==> src/rtl/palindrome_tx_if.sv <==
// Payload handshake bundle for palindrome_tx: W-bit payload with valid/ready.
interface palindrome_tx_if #(
  parameter int unsigned W = 4
) ();
  logic [W-1:0] data_i;
  logic         valid_i;
  logic         ready_o;

  modport master (output data_i, output valid_i, input ready_o);
  modport slave  (input data_i, input valid_i, output ready_o);
endinterface

==> src/rtl/palindrome_tx.sv <==
// Serial palindrome frame transmitter: payload MSB-first, then its mirror, one bit per cycle.
// Optional output-stream self-check monitor enabled by `define PALINDROME_TX_SELFCHECK_EN.
module palindrome_tx #(
  parameter int unsigned W   = 4,
  parameter bit          ODD = 1'b0
) (
  input  logic            clk,
  input  logic            reset,
  palindrome_tx_if.slave  in_if,
  output logic            x_o,
  output logic            bit_valid_o,
  output logic            sof_o,
  output logic            eof_o,
  output logic [7:0]      pal_cnt_o
);

  localparam int unsigned IdxW = $clog2(W);
  localparam logic [IdxW-1:0] IdxMax = IdxW'(W - 1);

  typedef enum logic [1:0] {StIdle, StFwd, StRev} state_e;

  state_e          state_q, state_d;
  logic [IdxW-1:0] idx_q, idx_d;
  logic [W-1:0]    hold_q, hold_d;
  logic            x_q, x_d;
  logic            bit_valid_q, bit_valid_d;
  logic            sof_q, sof_d;
  logic            eof_q, eof_d;
  logic            ready;
  logic            hs;

  // The eof cycle doubles as an accept slot so frames chain without a gap.
  assign ready       = (state_q == StIdle) || eof_q;
  assign in_if.ready_o = ready;
  assign hs          = in_if.valid_i && ready;

  // state_d/idx_d describe the bit that will be on x_o in the next cycle.
  always_comb begin
    state_d = state_q;
    idx_d   = idx_q;
    hold_d  = hold_q;
    unique case (state_q)
      StIdle: ;
      StFwd: begin
        if (idx_q == '0) begin
          state_d = StRev;
          idx_d   = IdxW'(ODD);
        end else begin
          idx_d = idx_q - IdxW'(1);
        end
      end
      StRev: begin
        if (idx_q == IdxMax) begin
          state_d = StIdle;
        end else begin
          idx_d = idx_q + IdxW'(1);
        end
      end
      default: state_d = StIdle;
    endcase
    if (hs) begin
      state_d = StFwd;
      idx_d   = IdxMax;
      hold_d  = in_if.data_i;
    end
    bit_valid_d = (state_d != StIdle);
    sof_d       = hs;
    eof_d       = (state_d == StRev) && (idx_d == IdxMax);
    x_d         = bit_valid_d ? hold_d[idx_d] : 1'b0;
  end

  always_ff @(posedge clk or negedge reset) begin
    if (!reset) begin
      state_q     <= StIdle;
      idx_q       <= '0;
      hold_q      <= '0;
      x_q         <= 1'b0;
      bit_valid_q <= 1'b0;
      sof_q       <= 1'b0;
      eof_q       <= 1'b0;
    end else begin
      state_q     <= state_d;
      idx_q       <= idx_d;
      hold_q      <= hold_d;
      x_q         <= x_d;
      bit_valid_q <= bit_valid_d;
      sof_q       <= sof_d;
      eof_q       <= eof_d;
    end
  end

  assign x_o         = x_q;
  assign bit_valid_o = bit_valid_q;
  assign sof_o       = sof_q;
  assign eof_o       = eof_q;

`ifdef PALINDROME_TX_SELFCHECK_EN
  logic       h1_q, h1_d;
  logic       h2_q, h2_d;
  logic [1:0] nv_q, nv_d;
  logic [7:0] cnt_q, cnt_d;

  // Window spans frames and idle gaps; only valid bits shift it.
  always_comb begin
    h1_d  = h1_q;
    h2_d  = h2_q;
    nv_d  = nv_q;
    cnt_d = cnt_q;
    if (bit_valid_q) begin
      if ((nv_q == 2'd2) && (x_q == h2_q) && (cnt_q != 8'hFF)) begin
        cnt_d = cnt_q + 8'd1;
      end
      h2_d = h1_q;
      h1_d = x_q;
      if (nv_q != 2'd2) begin
        nv_d = nv_q + 2'd1;
      end
    end
  end

  always_ff @(posedge clk or negedge reset) begin
    if (!reset) begin
      h1_q  <= 1'b0;
      h2_q  <= 1'b0;
      nv_q  <= 2'd0;
      cnt_q <= 8'd0;
    end else begin
      h1_q  <= h1_d;
      h2_q  <= h2_d;
      nv_q  <= nv_d;
      cnt_q <= cnt_d;
    end
  end

  assign pal_cnt_o = cnt_q;
`else
  assign pal_cnt_o = 8'd0;
`endif

endmodule

==> src/flat_wrapper.sv <==
// flat-port wrapper written by rule: the top's interface ports become plain ports
module palindrome_tx_flat 
#(
  parameter int unsigned W   = 4,
  parameter bit          ODD = 1'b0
)
  (clk, reset, x_o, bit_valid_o, sof_o, eof_o, pal_cnt_o, in_if_data_i, in_if_valid_i, in_if_ready_o);
  palindrome_tx_if #(.W(W)) in_if_i ();
  input  logic clk;
  input  logic reset;
  output logic x_o;
  output logic bit_valid_o;
  output logic sof_o;
  output logic eof_o;
  output logic [7:0] pal_cnt_o;
  input wire logic [$bits(in_if_i.data_i)-1:0] in_if_data_i;
  input wire logic [$bits(in_if_i.valid_i)-1:0] in_if_valid_i;
  output wire logic [$bits(in_if_i.ready_o)-1:0] in_if_ready_o;
  assign in_if_i.data_i = in_if_data_i;
  assign in_if_i.valid_i = in_if_valid_i;
  assign in_if_ready_o = in_if_i.ready_o;
  palindrome_tx #(.W(W), .ODD(ODD)) u_core (.clk(clk), .reset(reset), .in_if(in_if_i), .x_o(x_o), .bit_valid_o(bit_valid_o), .sof_o(sof_o), .eof_o(eof_o), .pal_cnt_o(pal_cnt_o));
endmodule
==> config.mk <==
export PLATFORM = sky130hd
export DESIGN_NAME = palindrome_tx_flat
export DESIGN_NICKNAME = d
export VERILOG_FILES = /design/src/rtl/palindrome_tx_if.sv /design/src/rtl/palindrome_tx.sv /design/src/flat_wrapper.sv
export SDC_FILE = /design/constraint.sdc
export NUM_CORES = 1
export LEC_CHECK = 0
export ABC_AREA = 1
export CORE_MARGIN = 5
export CORE_UTILIZATION = 46
export CTS_CLUSTER_DIAMETER = 150
export DETAILED_ROUTE_END_ITERATION = 16
export PLACE_DENSITY = 0.76
export SETUP_SLACK_MARGIN = 0.2
export SLEW_MARGIN = 15
export SYNTH_ARGS = -nofsm -noshare
export SYNTH_HDL_FRONTEND = slang
export SYNTH_SLANG_ARGS = --single-unit
==> constraint.sdc <==
create_clock -name clk -period 2.25 [get_ports clk]
set_clock_uncertainty 0.15 [all_clocks]
set_input_delay 0.225 -clock clk [delete_from_list [all_inputs] [get_ports clk]]
set_output_delay 0.225 -clock clk [all_outputs]
set_load 0.005 [all_outputs]
==> results of run 1 <==
## per-stage QoR
stage | total power (uW) | area [sq um] | instances
global route | 1420 | 891 | 123
finish | 1280 | 891 | 123
CTS | 1270 | 881 | 123
floorplan | 927 | 786 | 101
detailed placement | 1130 | 856 | 120
global placement | 1100 | 856 | 120
## sequential cells by signal, summed over array words and instances, names as in the netlist
signal	flops
u_core.x_o	1
u_core.sof_o	1
u_core.bit_valid_o	1
u_core.hold_q	4
u_core.state_q	2
u_core.eof_o	1
u_core.idx_q	2
## timing repair
item | 4_1_cts | 5_1_grt
hold buffers | 0 | 0
gates resized for setup | 1 | 2
endpoints found under the setup margin | 1 | 1
## worst register-to-register path, cell delays in order (launching register included)
cell and delay (ns):
dfrtp_1 0.42, inv_1 0.13, ha_1 0.26, nand2_1 0.08, nand2_1 0.06, nand3_1 0.14, nand2_2 0.14, nand2_1 0.07
nand3_1 0.08, nand2_1 0.06, nor2_1 0.08
## cell families after synthesis
| family | count (synthesis) | share of synthesized area [%] |
|---|---|---|
| AO/OA/AOI/OAI | 3 | 1.98 |
| flip-flops | 12 | 39.5 |
| adder cells (fa/ha/maj) | 5 | 8.24 |
| AND/OR/NAND/NOR | 55 | 36.9 |
| buffers and inverters | 18 | 12.9 |
| other | 1 | 0.494 |
## cells in the mapped netlist (2+ instances only)
| cell type | instances |
|---|---|
| nand3_1 | 8 |
| nand2_2 | 3 |
| buf_4 | 8 |
| nor2_1 | 11 |
| nor2_4 | 2 |
| nand2_4 | 2 |
| dfrtp_1 | 12 |
| o21ai_0 | 2 |
| inv_2 | 2 |
| nand2_1 | 25 |
| ha_1 | 5 |
| inv_1 | 8 |
## final cells by class
class,instances,area share (%)
multi-input combinational,71,44.9
sequential,12,33.7
timing repair buffer,11,12.4
inverter,10,4.21
clock buffer,3,2.53
tap,16,2.25
## layout by cell type (no fill, tap or decap), drive strengths merged, types with 2 or more instances in the layout
master         count
nand3              9
clkdlybuf4s50     11
dfrtp             12
inv               10
ha                 5
conb               8
o21ai              2
nor2              14
clkbuf             3
nand2             30
## power groups by stage
stage                     logic (uW)  clock network (uW)  registers, uW
after floorplan                  559                   0            367
after global placement           735                   0            369
after detailed placement         753                   0            375
after CTS                        768                 128            371
after global routing             885                 147            385
final                            788                 124            373
## final timing paths
| check | from | to | slack [ns] | cells past startpoint |
|---|---|---|---|---|
| max | u_core.state_q[1] | in_if_ready_o | 0.28 | 5 |
| max reg2reg | u_core.state_q[1] | u_core.x_o | 0.53 | 10 |
| min | reset | u_core.sof_o | 0.16 | 1 |
| min reg2reg | u_core.hold_q[3] | u_core.hold_q[3] | 0.32 | 2 |
| min in group clk | u_core.hold_q[3] | u_core.hold_q[3] | 0.32 | 2 |
| max in group asynchronous | reset | u_core.hold_q[2] | 1.43 | 1 |
## layer usage
layer  routed length (microns)  share of wire, %
met5                         0                 0
met2                       646                47
met4                         0                 0
met1                       613                44
met3                       128               9.2
==> results.json, run 1 <==
{
  "crit_required_ns": 1.88,
  "synth-main-ff-cell": "dfrtp_1",
  "port-buffer-count": 11,
  "relSlewSlack_pct": 63.7,
  "fin_nets": 121,
  "drc": 0,
  "area_growth_pct": 17.3,
  "synth_top_cell_by_area": "dfrtp_1",
  "fin_util_pct": 57.8,
  "routed_wl_microns": 1390,
  "io_pins": 20,
  "cp_max_fo": 5,
  "regArea_sq_um": 300,
  "cts_setup_buffers": 0,
  "die_h_microns": 50.6,
  "dr.first_iter.drc_count": 9,
  "startpoint_type": "flip-flop",
  "cts_buffers": 3,
  "hold_viol": 0,
  "crit_chain": "inv_1 > ha_4 > inv_2 > nand2_4 > clkdlybuf4s50_1",
  "syn-cell-area_sq_um": 759,
  "post-route-min-period_ns": 1.97,
  "die_x_microns": 50.6,
  "internal_power_uw": 702,
  "grt_use_met2_pct": 17.1,
  "cts.clk_slew.worst_paths_ns": 0.07,
  "antenna_found_initial": 0,
  "seq_power_share_pct": 29.0,
  "hold_class": "input pin to async pin",
  "fp-row-count": 14,
  "grt_start_max_net_pins": 13,
  "routed-via-count": 585,
  "synth_cell_types": 18,
  "cap_violations": 0,
  "cp_slowest_stage_delay_ns": 0.50,
  "critPathKind": "flip-flop to output pin",
  "p_switching_uw": 583,
  "first_global_vias": 501,
  "ys_top_cells_by_area": "dfrtp_1 (40%), nand2_1 (12%), ha_1 (8.2%)",
  "post-place-ws_ns": 0.462,
  "status": "complete, no violations",
  "nFillCells": 130,
  "syn_avg_cell_area_sq_um": 8.08,
  "drt-pass1-iter-count": 4,
  "ys_ff_latch": 12,
  "multi_input_area_sq_um": 400,
  "swShare_pct": 45.4,
  "dieArea_sq_mm": 0.00256,
  "crit_family": "buffers and inverters",
  "busiest_layer": "met2",
  "max-vdd-ir-drop_uv": 719,
  "end_kind": "output pin",
  "antenna_left": 0,
  "root_buffer": "clkbuf_4",
  "use_met1_pct": 14.8,
  "tightest_slew_ns": 0.543,
  "cts_tree": "yes",
  "synth_edf_count": 0,
  "combPwrFrac_pct": 61.3,
  "arrival_ns": 1.59,
  "yosysWarnings": 0,
  "clock.fmax_ghz": 0.508,
  "holdWs_ns": 0.165,
  "clk_latency_ns": 0.26,
  "netlist.area_leader.share_pct": 39.5,
  "clk_path_buf_depth": 2,
  "pwr-share-clk_pct": 9.6,
  "drive_gt1_share_pct": 15.0,
  "setup_tns_ns": 0,
  "synth-seq-area-share_pct": 39.5,
  "cp_slowest_cell": "clkdlybuf4s50_1",
  "syn_inst": 94,
  "wl_per_cell_microns": 11.3,
  "rsz0062_at_grt": "false",
  "drv_slew": 0,
  "grt_usage_pct": 11.3,
  "synth-async-reset-ratio_pct": 100,
  "grt_first_pass_wirelength_microns": 2200,
  "power_density_mw_per_mm2": 1440,
  "fin_ws_ns": 0.283,
  "met3_usage_pct": 5.03,
  "gp_congestion": 0.776,
  "vias_per_cell": 4.76,
  "htree_levels": 1,
  "dp_hpwl_microns": 1090,
  "overflow": 0,
  "fp.coreArea_sq_mm": 0.00154,
  "diodes": 0,
  "cts_num_sinks": 12,
  "post-route-period-util_pct": 87.4,
  "power_leakage_uw": 0.000466,
  "critPathBufInv": 3,
  "start_util_pct": 49.3,
  "setup_violations": 0
}
Power figures use the tool's default switching activity.
==> run 2, diff against run 1 <==
--- a/config.mk
+++ b/config.mk
@@ -10,6 +10,7 @@
 export CORE_UTILIZATION = 46
 export CTS_CLUSTER_DIAMETER = 150
 export DETAILED_ROUTE_END_ITERATION = 16
+export GPL_TIMING_DRIVEN = 0
 export PLACE_DENSITY = 0.76
 export SETUP_SLACK_MARGIN = 0.2
 export SLEW_MARGIN = 15
==> results.json, run 2 (same netlist as run 1, synthesis figures left out) <==
{
  "grt_start_max_net_pins": 13,
  "overflow": 0,
  "cp_max_fo": 4,
  "top_regs": "u_core.hold_q x4, u_core.idx_q x2, u_core.state_q x2",
  "regArea_sq_um": 302,
  "grt_first_pass_wirelength_microns": 2460,
  "max-vdd-ir-drop_uv": 763,
  "vias_per_cell": 4.56,
  "drc": 0,
  "setup_tns_ns": 0,
  "startpoint_type": "flip-flop",
  "cts.clk_slew.worst_paths_ns": 0.08,
  "dp_hpwl_microns": 1130,
  "post-route-cell-area_sq_um": 966,
  "io_pins": 20,
  "relSlewSlack_pct": 65.9,
  "first_global_vias": 585,
  "clk_path_buf_depth": 2,
  "critPathKind": "flip-flop to output pin",
  "grt_usage_pct": 12.5,
  "clock.fmax_ghz": 0.506,
  "htree_levels": 1,
  "antenna_found_initial": 0,
  "fin_ws_ns": 0.275,
  "area_growth_pct": 27.2,
  "routed-via-count": 602,
  "cts_setup_buffers": 0,
  "gp_congestion": 0.782,
  "final_cell_mix": "nand2_1 (25), nor2_1 (11), clkdlybuf4s50_1 (11), dfrtp_1 (11)",
  "dr.first_iter.drc_count": 13,
  "multi_input_area_sq_um": 400,
  "rsz0062_at_grt": "false",
  "internal_power_uw": 750,
  "cts_tree": "yes",
  "fin_nets": 129,
  "power_leakage_uw": 0.000516,
  "cap_violations": 0,
  "power_density_mw_per_mm2": 1380,
  "cts_buffers": 3,
  "dp.cells": 128,
  "setup_violations": 0,
  "p_switching_uw": 587,
  "drive_gt1_share_pct": 23.3,
  "drt-pass1-iter-count": 4,
  "pwr-share-clk_pct": 12.7,
  "port-buffer-count": 11,
  "end_kind": "output pin",
  "crit_required_ns": 1.88,
  "hold_class": "input pin to async pin",
  "dieArea_sq_mm": 0.00256,
  "post-route-min-period_ns": 1.98,
  "antenna_left": 0,
  "fp.coreArea_sq_mm": 0.00154,
  "fin_cells": 132,
  "drv_slew": 0,
  "tightest_slew_ns": 0.510,
  "seq_power_share_pct": 28.0,
  "cts_num_sinks": 12,
  "fp-row-count": 14,
  "post-place-ws_ns": 0.448,
  "routed_wl_microns": 1400,
  "diodes": 0,
  "largest_register": "u_core.hold_q",
  "combPwrFrac_pct": 59.2,
  "layout_commonest_cell": "nand2_1",
  "swShare_pct": 43.9,
  "hold_viol": 0,
  "largest_reg_flops": 4,
  "die_h_microns": 50.6,
  "arrival_ns": 1.60,
  "status": "complete, no violations",
  "nFillCells": 142,
  "wl_per_cell_microns": 10.6,
  "root_buffer": "clkbuf_4",
  "place_area_sq_um": 916,
  "die_x_microns": 50.6,
  "clk_latency_ns": 0.27,
  "post-route-period-util_pct": 87.8,
  "start_util_pct": 49.3
}
-- run 2: changes by cell type in the layout (fill, tap and decap cells not counted) --
cell	delta
inv_1	-1
dfrtp_1	-1
inv_2	+1
dfrtp_2	+1
buf_4	+8
clkbuf_8	+1
-- run 2: path summary, 6_finish.rpt --
check	from	end	slack, ns	cells after the start
max	u_core.state_q[0]	in_if_ready_o	0.27	5
min	reset	u_core.hold_q[0]	0.13	1
max reg2reg	u_core.state_q[0]	u_core.x_o	0.51	9
min reg2reg	u_core.hold_q[3]	u_core.hold_q[3]	0.33	2
max in group asynchronous	reset	u_core.state_q[1]	1.44	1
min in group clk	u_core.hold_q[3]	u_core.hold_q[3]	0.33	2
-- run 2: area by class of cell --
| type | count | area share [%] |
|---|---|---|
| multi-input combinational | 71 | 41.5 |
| sequential | 12 | 31.2 |
| timing repair buffer | 11 | 11.4 |
| buffer | 8 | 6.22 |
| clock buffer | 4 | 3.76 |
| tap | 16 | 2.07 |
| inverter | 10 | 3.89 |
-- run 2: stage by stage --
stage          util (%)  hold WS, ns  total power, uW
4_1_cts            62.6        0.153             1340
6_report           62.7        0.135             1340
5_1_grt            62.7        0.180             1470
2_1_floorplan         -       -0.221              927
3_5_place_dp       59.4        0.314             1130
3_3_place_gp       59.4        0.305             1110
-- run 2: power by group through the flow --
stage / combinational [uW] / sequential [uW] / clock [uW]
after floorplan: 559 / 367 / 0
after global placement: 739 / 371 / 0
after detailed placement: 756 / 375 / 0
after CTS: 794 / 370 / 175
after global routing: 894 / 389 / 189
final: 792 / 375 / 170
-- run 2: worst max-delay path, stage by stage (launching register included) --
cell	delay (ns)
dfrtp_1	0.43
inv_2	0.11
ha_4	0.17
inv_2	0.05
nand2_4	0.07
clkdlybuf4s50_1	0.50
-- run 2: per-layer routing --
| layer | GRT usage [%] | routed length, microns | up-vias |
|---|---|---|---|
| met4 | 5.11 | 17 | 0 |
| li1 | - | - | 315 |
| met2 | 19.6 | 645 | 24 |
| met5 | 0 | 0 | - |
| met3 | 4.73 | 117 | 2 |
| met1 | 15.1 | 624 | 261 |
-- run 2: what timing repair did --
item / CTS / global route
resized for setup: 2 / 3
endpoints found under the setup margin: 1 / 1
hold buffers: 0 / 0
==> run 3, diff against run 2 <==
--- a/config.mk
+++ b/config.mk
@@ -6,13 +6,16 @@
 export NUM_CORES = 1
 export LEC_CHECK = 0
 export ABC_AREA = 1
+export CAP_MARGIN = 5
 export CORE_MARGIN = 5
 export CORE_UTILIZATION = 46
 export CTS_CLUSTER_DIAMETER = 150
 export DETAILED_ROUTE_END_ITERATION = 16
 export GPL_TIMING_DRIVEN = 0
 export PLACE_DENSITY = 0.76
+export REMOVE_ABC_BUFFERS = 1
 export SETUP_SLACK_MARGIN = 0.2
+export SKIP_CTS_REPAIR_TIMING = 1
 export SLEW_MARGIN = 15
 export SYNTH_ARGS = -nofsm -noshare
 export SYNTH_HDL_FRONTEND = slang
==> results.json, run 3 (same netlist as run 1, synthesis figures left out) <==
{
  "status": "complete, no violations",
  "drv_slew": 0,
  "vias_per_cell": 4.68,
  "arrival_ns": 1.61,
  "top_regs": "u_core.hold_q x4, u_core.idx_q x2, u_core.state_q x2",
  "regArea_sq_um": 300,
  "hold_viol": 0,
  "hold_class": "input pin to async pin",
  "antenna_found_initial": 0,
  "startpoint_type": "flip-flop",
  "post-route-min-period_ns": 1.98,
  "total_power_uw": 1290,
  "antenna_left": 0,
  "cts.clk_slew.worst_paths_ns": 0.07,
  "gp_congestion": 0.785,
  "port-buffer-count": 11,
  "grt_usage_pct": 12.6,
  "setup_violations": 0,
  "max-vdd-ir-drop_uv": 687,
  "start_util_pct": 49.3,
  "post-route-cell-area_sq_um": 891,
  "use_met1_pct": 14.3,
  "first_global_vias": 563,
  "clk_path_buf_depth": 2,
  "overflow": 0,
  "wl_per_cell_microns": 11.6,
  "dr.first_iter.drc_count": 8,
  "power_density_mw_per_mm2": 1450,
  "rsz0062_at_grt": "false",
  "largest_register": "u_core.hold_q",
  "critPathKind": "flip-flop to output pin",
  "post-route-period-util_pct": 88.1,
  "cts_num_sinks": 12,
  "relSlewSlack_pct": 64.5,
  "setup_tns_ns": 0,
  "final_cell_mix": "nand2_1 (25), dfrtp_1 (12), nor2_1 (11), clkdlybuf4s50_1 (11)",
  "nFillCells": 157,
  "drt-pass1-iter-count": 4,
  "place_area_sq_um": 856,
  "busiest_layer": "met2",
  "cap_violations": 0,
  "end_kind": "output pin",
  "tightest_slew_ns": 0.531,
  "htree_levels": 1,
  "grt_first_pass_wirelength_microns": 2430,
  "fp-row-count": 14,
  "routed_wl_microns": 1430,
  "multi_input_area_sq_um": 400,
  "cts_tree": "yes",
  "largest_reg_flops": 4,
  "met3_usage_pct": 4.73,
  "cp_max_fo": 4,
  "die_h_microns": 50.6,
  "area_growth_pct": 17.3,
  "routed-via-count": 576,
  "layout_commonest_cell": "nand2_1",
  "cts_buffers": 3,
  "root_buffer": "clkbuf_4",
  "holdWs_ns": 0.147,
  "drc": 0,
  "grt_start_max_net_pins": 13,
  "fp.coreArea_sq_mm": 0.00154,
  "io_pins": 20,
  "diodes": 0,
  "clock.fmax_ghz": 0.505,
  "crit_required_ns": 1.88,
  "grt_use_met2_pct": 20.7,
  "dp_hpwl_microns": 1150,
  "die_x_microns": 50.6,
  "dieArea_sq_mm": 0.00256,
  "drive_gt1_share_pct": 15.9,
  "fin_nets": 121,
  "power_leakage_uw": 0.000466,
  "clk_latency_ns": 0.27
}
run 3: routing by layer:
metal | part of all wire [%] | wire length (microns) | vias to the layer above
li1 | - | - | 300
met1 | 40 | 575 | 249
met2 | 50 | 712 | 21
met3 | 7.8 | 112 | 6
met4 | 2.0 | 29 | 0
met5 | 0 | 0 | -
run 3: layout make-up:
| class | count | area share (%) |
|---|---|---|
| clock buffer | 3 | 2.53 |
| sequential | 12 | 33.7 |
| tap | 16 | 2.25 |
| multi-input combinational | 71 | 44.9 |
| timing repair buffer | 11 | 12.4 |
| inverter | 10 | 4.21 |
run 3: worst max-delay path: stages, from the launching register on:
cell             delay, ns
dfrtp_1               0.43
inv_2                 0.11
ha_4                  0.17
inv_2                 0.05
nand2_4               0.07
clkdlybuf4s50_1       0.50
run 3: final timing paths:
check                                  start               end  slack [ns]  cells past startpoint
setup / recovery           u_core.state_q[0]     in_if_ready_o        0.27                      5
hold reg to reg             u_core.hold_q[1]  u_core.hold_q[1]        0.33                      2
setup reg to reg           u_core.state_q[0]        u_core.x_o        0.50                      9
max in group asynchronous              reset        u_core.x_o        1.45                      1
hold / removal                         reset      u_core.eof_o        0.15                      1
min in group clk            u_core.hold_q[1]  u_core.hold_q[1]        0.33                      2
run 3: power breakdown:
| part | leakage [uW] | switching [uW] | internal, uW |
|---|---|---|---|
| logic | 0.000303 | 458 | 327 |
| clock network | 0.0000138 | 68.9 | 62.1 |
| registers | 0.000149 | 64.2 | 313 |
run 3: stage by stage:
stage	utilization, %	setup WS (ns)	instances
3_5_place_dp	55.5	0.428	120
3_3_place_gp	55.5	0.463	120
2_1_floorplan	-	0.629	93
5_1_grt	57.8	0.203	123
6_report	57.8	0.268	123
4_1_cts	57.0	0.117	123
